===== src/rtl/led_pattern_scheduler_pkg.sv =====
// Shared types, initial patterns and the per-mode step rule for the LED scheduler.
package led_sched_pkg;

  typedef enum logic [1:0] {CHASE, BOUNCE, FILL, BLINK} mode_t;
  typedef enum logic [1:0] {IDLE, LOAD, RUN, HOLD} state_t;

  localparam logic [7:0] INIT_CHASE  = 8'h01;
  localparam logic [7:0] INIT_BOUNCE = 8'h01;
  localparam logic [7:0] INIT_FILL   = 8'h00;
  localparam logic [7:0] INIT_BLINK  = 8'hFF;

  typedef struct packed {
    logic       dir;  // 1 = toward MSB (BOUNCE only)
    logic [7:0] led;
  } pat_t;

  function automatic logic [7:0] init_pattern(mode_t m);
    case (m)
      CHASE:   return INIT_CHASE;
      BOUNCE:  return INIT_BOUNCE;
      FILL:    return INIT_FILL;
      default: return INIT_BLINK;
    endcase
  endfunction

  function automatic pat_t next_pattern(mode_t m, logic [7:0] led, logic dir);
    pat_t p;
    p.dir = dir;
    p.led = led;
    case (m)
      CHASE:  p.led = {led[6:0], led[7]};
      BOUNCE: begin
        // Reversal happens on the end value itself so 0x80/0x01 never repeat.
        if (dir) begin
          if (led == 8'h80) begin p.dir = 1'b0; p.led = 8'h40; end
          else p.led = {led[6:0], 1'b0};
        end else begin
          if (led == 8'h01) begin p.dir = 1'b1; p.led = 8'h02; end
          else p.led = {1'b0, led[7:1]};
        end
      end
      FILL:    p.led = (led == 8'hFF) ? 8'h00 : {led[6:0], 1'b1};
      default: p.led = ~led;
    endcase
    return p;
  endfunction

endpackage


===== src/rtl/led_pattern_scheduler_if.sv =====
// Mode-request valid/ack handshake between the input pins and the scheduler.
interface led_pattern_scheduler_if;
  logic [1:0] mode_sel;
  logic       mode_valid;
  logic       mode_ack;

  modport master (output mode_sel, output mode_valid, input mode_ack);
  modport slave  (input mode_sel, input mode_valid, output mode_ack);
endinterface


===== src/rtl/led_pattern_scheduler_tick_prescaler.sv =====
// Programmable prescaler: period latched from speed at wrap/clear, clamped to >= 1.
module tick_prescaler #(
  parameter logic [23:0] TICK_DIV = 24'd10_000_000
) (
  input  logic       clk,
  input  logic       rst_n,
  input  logic       run_i,
  input  logic       clear_i,
  input  logic [2:0] speed_i,
  output logic       adv_o
);

  localparam logic [23:0] RST_PERIOD = (TICK_DIV == 24'd0) ? 24'd1 : TICK_DIV;

  logic [23:0] count_q;
  logic [23:0] period_q;
  logic [23:0] period_d;

  always_comb begin
    period_d = TICK_DIV >> speed_i;
    if (period_d == 24'd0) period_d = 24'd1;
  end

  assign adv_o = run_i && (count_q >= period_q - 24'd1);

  always_ff @(posedge clk or negedge rst_n) begin
    if (!rst_n) begin
      count_q  <= '0;
      period_q <= RST_PERIOD;
    end else if (clear_i) begin
      count_q  <= '0;
      period_q <= period_d;
    end else if (run_i) begin
      if (adv_o) begin
        count_q  <= '0;
        period_q <= period_d;
      end else begin
        count_q <= count_q + 24'd1;
      end
    end
  end

endmodule


===== src/rtl/led_pattern_scheduler.sv =====
// LED bank controller: prescaled pattern stepping with tick-aligned mode switching.
module led_pattern_scheduler
  import led_sched_pkg::*;
#(
  parameter logic [23:0] TICK_DIV = 24'd10_000_000,
  parameter int          LED_W    = 8
) (
  input  logic                    clk,
  input  logic                    rst_n,
  input  logic                    ena,
  led_pattern_scheduler_if.slave  mode_if,
  input  logic [2:0]              speed,
  input  logic                    pause,
  input  logic                    step,
  output logic [LED_W-1:0]        led_out,
  output logic                    tick,
  output logic [1:0]              cur_mode
);

  state_t     state_q;
  mode_t      mode_q;
  logic [7:0] led_q;
  logic       dir_q;
  logic       tick_q;
  logic       ack_q;

  logic adv;
  logic run;
  logic clear;
  logic req;
  pat_t nxt;

  // ack_q gates req so one held request is acknowledged only once.
  assign req   = mode_if.mode_valid && !ack_q;
  assign run   = ena && (state_q == RUN) && !pause;
  assign clear = !ena || (state_q == IDLE) || (state_q == LOAD);
  assign nxt   = next_pattern(mode_q, led_q, dir_q);

  tick_prescaler #(.TICK_DIV(TICK_DIV)) u_presc (
    .clk     (clk),
    .rst_n   (rst_n),
    .run_i   (run),
    .clear_i (clear),
    .speed_i (speed),
    .adv_o   (adv)
  );

  always_ff @(posedge clk or negedge rst_n) begin
    if (!rst_n) begin
      state_q <= IDLE;
      mode_q  <= CHASE;
      led_q   <= '0;
      dir_q   <= 1'b1;
      tick_q  <= 1'b0;
      ack_q   <= 1'b0;
    end else begin
      tick_q <= 1'b0;
      ack_q  <= 1'b0;
      if (!ena) begin
        state_q <= IDLE;
        led_q   <= '0;
      end else begin
        case (state_q)
          IDLE: begin
            led_q <= '0;
            if (req) begin
              ack_q  <= 1'b1;
              mode_q <= mode_t'(mode_if.mode_sel);
            end
            state_q <= LOAD;
          end
          LOAD: begin
            led_q   <= init_pattern(mode_q);
            dir_q   <= 1'b1;
            state_q <= pause ? HOLD : RUN;
          end
          RUN: begin
            if (adv) begin
              tick_q <= 1'b1;
              if (req) begin
                ack_q  <= 1'b1;
                mode_q <= mode_t'(mode_if.mode_sel);
                led_q  <= init_pattern(mode_t'(mode_if.mode_sel));
                dir_q  <= 1'b1;
              end else begin
                led_q <= nxt.led;
                dir_q <= nxt.dir;
              end
            end
            if (pause) state_q <= HOLD;
          end
          HOLD: begin
            if (req) begin
              ack_q  <= 1'b1;
              mode_q <= mode_t'(mode_if.mode_sel);
              led_q  <= init_pattern(mode_t'(mode_if.mode_sel));
              dir_q  <= 1'b1;
            end else if (step) begin
              tick_q <= 1'b1;
              led_q  <= nxt.led;
              dir_q  <= nxt.dir;
            end
            if (!pause) state_q <= RUN;
          end
          default: state_q <= IDLE;
        endcase
      end
    end
  end

  assign led_out          = led_q;
  assign tick             = tick_q;
  assign cur_mode         = mode_q;
  assign mode_if.mode_ack = ack_q;

endmodule


===== src/flat_wrapper.sv =====
// flat-port wrapper written by rule: the top's interface ports become plain ports
module led_pattern_scheduler_flat import led_sched_pkg::*;
#(
  parameter logic [23:0] TICK_DIV = 24'd10_000_000,
  parameter int          LED_W    = 8
)
  (clk, rst_n, ena, speed, pause, step, led_out, tick, cur_mode, mode_if_mode_sel, mode_if_mode_valid, mode_if_mode_ack);
  led_pattern_scheduler_if mode_if_i ();
  input  logic clk;
  input  logic rst_n;
  input  logic ena;
  input  logic [2:0] speed;
  input  logic pause;
  input  logic step;
  output logic [LED_W-1:0] led_out;
  output logic tick;
  output logic [1:0] cur_mode;
  input wire logic [$bits(mode_if_i.mode_sel)-1:0] mode_if_mode_sel;
  input wire logic [$bits(mode_if_i.mode_valid)-1:0] mode_if_mode_valid;
  output wire logic [$bits(mode_if_i.mode_ack)-1:0] mode_if_mode_ack;
  assign mode_if_i.mode_sel = mode_if_mode_sel;
  assign mode_if_i.mode_valid = mode_if_mode_valid;
  assign mode_if_mode_ack = mode_if_i.mode_ack;
  led_pattern_scheduler #(.TICK_DIV(TICK_DIV), .LED_W(LED_W)) u_core (.clk(clk), .rst_n(rst_n), .ena(ena), .mode_if(mode_if_i), .speed(speed), .pause(pause), .step(step), .led_out(led_out), .tick(tick), .cur_mode(cur_mode));
endmodule

===== config.mk =====
export PLATFORM = sky130hd
export DESIGN_NAME = led_pattern_scheduler_flat
export DESIGN_NICKNAME = d
export VERILOG_FILES = /design/src/rtl/led_pattern_scheduler_pkg.sv /design/src/rtl/led_pattern_scheduler_if.sv /design/src/rtl/led_pattern_scheduler_tick_prescaler.sv /design/src/rtl/led_pattern_scheduler.sv /design/src/flat_wrapper.sv
export SDC_FILE = /design/constraint.sdc
export NUM_CORES = 1
export LEC_CHECK = 0
export ABC_AREA = 1
export BUFFER_PORTS_ARGS = -buffer_cell sky130_fd_sc_hd__clkbuf_2
export CAP_MARGIN = 20
export CORE_MARGIN = 5
export CORE_UTILIZATION = 40
export DETAILED_ROUTE_END_ITERATION = 16
export PLACE_DENSITY = 0.6
export RECOVER_POWER = 50
export SLEW_MARGIN = 20
export SYNTH_ARGS = -nofsm -noshare
export SYNTH_HDL_FRONTEND = slang
export SYNTH_SLANG_ARGS = --single-unit

===== constraint.sdc =====
create_clock -name clk -period 3.1 [get_ports clk]
set_input_delay 0.155 -clock clk [delete_from_list [all_inputs] [get_ports clk]]
set_output_delay 0.155 -clock clk [all_outputs]
set_load 0.03 [all_outputs]

==> impl_metrics.tcl <==
set metrics [dict create \
    end_kind "flip-flop" \
    diodes 0 \
    holdPathStages 3 \
    ios 23 \
    reg2reg_depth 23 \
    port_buffers 22 \
    final_core_util 0.4988 \
    violations "max-capacitance violations, max-slew violations, negative setup slack" \
    stdcell_count 905 \
    cp.arrival_ps 3460 \
    dr.pass1.iters 4 \
    wl_per_cell_um 13.43 \
    vias_per_cell 5.029 \
    ys_types 42 \
    r2r_start "u_core.u_presc.period_q[1]$_DFFE_PN0P_" \
    syn_to_final_growth_pct 22.75 \
    root_buffer "clkbuf_16" \
    drt-total-wl_mm 12.15 \
    synth_area_mm2 0.004861 \
    fp-row-count 40 \
    htreeDepth 3 \
    ant_nets 0 \
    critPathLaunch "u_core.u_presc.period_q[1]$_DFFE_PN0P_" \
    finalCriticalPeriod_ps 3212 \
    die_x_um 120.2 \
    yosys.area_share.simple 0.3555 \
    first_iter_violations 281 \
    ys_warn_count 0 \
    fin_setup_tns_ps -3334 \
    cts_buffers 9 \
    peakVddDrop_mv 0.3949 \
    drv_cap 1 \
    layout_worst_path_cycle_share 1.036 \
    hold_viol 0 \
    grt_pass1_wl_mm 20.56 \
    die-area_mm2 0.01446 \
    grt_max_degree 64 \
    placed_cells_incl_taps 873 \
    p_total_w 0.004160 \
    grt_setup_unrepaired "yes" \
    syn_avg_cell_area_um2 7.065 \
    grtUsageTotal 0.1737 \
    drc 0 \
    p_leak_nw 2.975 \
    worstSkewPairLatency_ps 330 \
    synthArstFlopShare 1.000 \
    tightest_slew_ps 1573 \
    slew_violations 64 \
    syn_nets 735 \
    worstSetupPathType "flip-flop to flip-flop" \
    grt_pass1_vias 4437 \
    vias 4551 \
    core_region_area_mm2 0.01196 \
    cts_tree "built" \
    clock_path_buffers 2 \
    fmax_mhz 311.3 \
    power_density_mw_per_mm2 697.3 \
    clock-skew-final_ps 7.279 \
    cp-start-kind "flip-flop" \
    setup_violations 59 \
    post-place-ws_ps -161.3 \
    start_util 0.4064 \
    synth-adder-area-share 0.09266 \
    synth_top_flop_cell "dfrtp_1" \
    synthXorXnorAreaFrac 0.05045 \
    ys_seq_elements 63 \
    max-slew-margin-rel -0.04899 \
    clk_pin_slew_ps 60 \
    min_from "mode_if_mode_sel[1]" \
    antenna_found_initial 0 \
    nNetsFinal 800 \
    status "finished, violations left" \
    synth-compound-area-share 0.09653 \
    path_max_fanout 4 \
    die_y_um 120.2 \
    hold_class "primary input to flip-flop" \
    fillers 1195 \
    syn_inst 688 \
    ys_seq_area_frac 0.3266 \
    synth_edf_count 0 \
    grt_overflow 0 \
    synth_mux_area_frac 0 \
    gp_congestion 0.9211 \
    synth_top_family_by_area "simple AND/OR/NAND/NOR gates" \
    required_ps 3350 \
    dp_hpwl_mm 9.209 \
    drive_above_1_share 0.2098 \
    cts_sinks 63 \
    postLayoutSetupSlackWorst_ps -112.2 \
]
cell usage after synthesis, types with 3 or more instances:
cell / number / area (um^2)
xor2_1: 23 / 201.4
buf_2: 7 / 35.03
nand2_1: 205 / 769.5
ha_1: 36 / 450.4
inv_1: 78 / 292.8
nor2_1: 73 / 274.0
dfrtp_1: 54 / 1351
clkinv_1: 3 / 11.26
nand2_2: 4 / 25.02
dfstp_2: 9 / 236.5
nor2_2: 9 / 56.30
o21ai_1: 5 / 25.02
inv_2: 7 / 26.28
xnor2_1: 5 / 43.79
a21oi_1: 25 / 125.1
nor3_1: 11 / 55.05
nand3_1: 32 / 160.2
clkbuf_1: 4 / 15.01
nand4_1: 19 / 118.9
nor2_4: 3 / 33.78
o21ai_0: 44 / 220.2
through the flow:
step	hold WS [ps]	cell area, um^2
5_1_grt	101.5	5967
6_report	90.59	5967
3_3_place_gp	196.5	5333
3_5_place_dp	200.3	5333
4_1_cts	83.97	5802
2_1_floorplan	-140.6	4861
what timing repair did:
item | in CTS | in global routing
buffers inserted | 6 | 7
setup endpoints to repair | 60 | 61
hold buffers | 1 | 0
pin swaps | 16 | 17
gates cloned | 2 | 0
endpoints found under the hold margin | 54 | 0
resized for setup | 34 | 41
per-layer routing:
| layer | vias to the layer above | GRT usage | wire, um |
|---|---|---|---|
| li1 | 2356 | - | - |
| met1 | 2119 | 0.2266 | 5483 |
| met2 | 65 | 0.2929 | 6107 |
| met3 | 11 | 0.02432 | 371 |
| met4 | 0 | 0.06586 | 191 |
| met5 | - | 0 | 0 |
final cells by class:
type                       count  area, um^2  share of cell area
multi-input combinational    527        3074              0.5152
timing repair buffer          64       488.0             0.08178
clock buffer                  10       239.0             0.04005
inverter                      88       332.8             0.05578
clock inverter                 6       60.06             0.01007
tap                          147       183.9             0.03082
sequential                    63        1589              0.2663
layout by cell type (no fill, tap or decap), types with 23 or more instances in the layout:
cell / netlist / routed
nand2_1: 205 / 190
inv_1: 78 / 75
nor2_1: 73 / 69
dfrtp_1: 54 / 53
ha_1: 36 / 35
o21ai_0: 44 / 31
nand3_1: 32 / 29
buf_4: 0 / 28
a21oi_1: 25 / 24
xor2_1: 23 / 23
clkbuf_2: 0 / 23
registers in the layout, summed over array words and instances (netlist names):
name	flops
u_core.tick	1
u_core.u_presc.period_q	24
u_core.u_presc.count_q	24
u_core.cur_mode	2
u_core.state_q	2
u_core.led_out	8
u_core.dir_q	1
u_core.mode_if.mode_ack	1
worst max-delay path: stages (launching register included):
cell and delay (ps):
dfrtp_1 390, inv_2 80, ha_4 130, inv_2 40, nor3_4 170, nand3_2 120, buf_4 150, buf_4 120
buf_4 120, buf_4 130, buf_4 120, xor2_1 200, ha_1 270, nand2_1 60, nor2_1 40, nand2_1 70
nor2_1 50, nand2_1 50, nand4_1 140, nand2_2 150, buf_4 140, nand2_4 60, buf_4 170, nor3b_2 140
final timing paths:
path | to | slack (ps)
worst max-delay path | u_core.u_presc.count_q[3]$_DFFE_PN0P_ | -110
worst min-delay path | u_core.cur_mode[1]$_DFFE_PN0P_ | 90
worst max register to register | u_core.u_presc.count_q[3]$_DFFE_PN0P_ | -110
worst min register to register | u_core.u_presc.period_q[20]$_DFFE_PN1P_ | 480
max in group asynchronous | u_core.u_presc.period_q[2]$_DFFE_PN0P_ | 1190
min in group asynchronous | u_core.u_presc.period_q[22]$_DFFE_PN0P_ | 820
cells by family after synthesis:
kind of cell | count (synthesis)
adder cells (fa/ha/maj) | 36
AO/OA/AOI/OAI | 87
flip-flops | 63
AND/OR/NAND/NOR | 375
XOR/XNOR | 28
buffers and inverters | 99
power breakdown:
group / leakage [nW] / total (W) / switching [W] / internal, W
Combinational: 2.01 / 0.00192 / 0.00117 / 0.000741
Sequential: 0.819 / 0.00124 / 0.000228 / 0.00101
Clock: 0.144 / 0.00101 / 0.000368 / 0.000639
(Power assumes the default switching activity.)
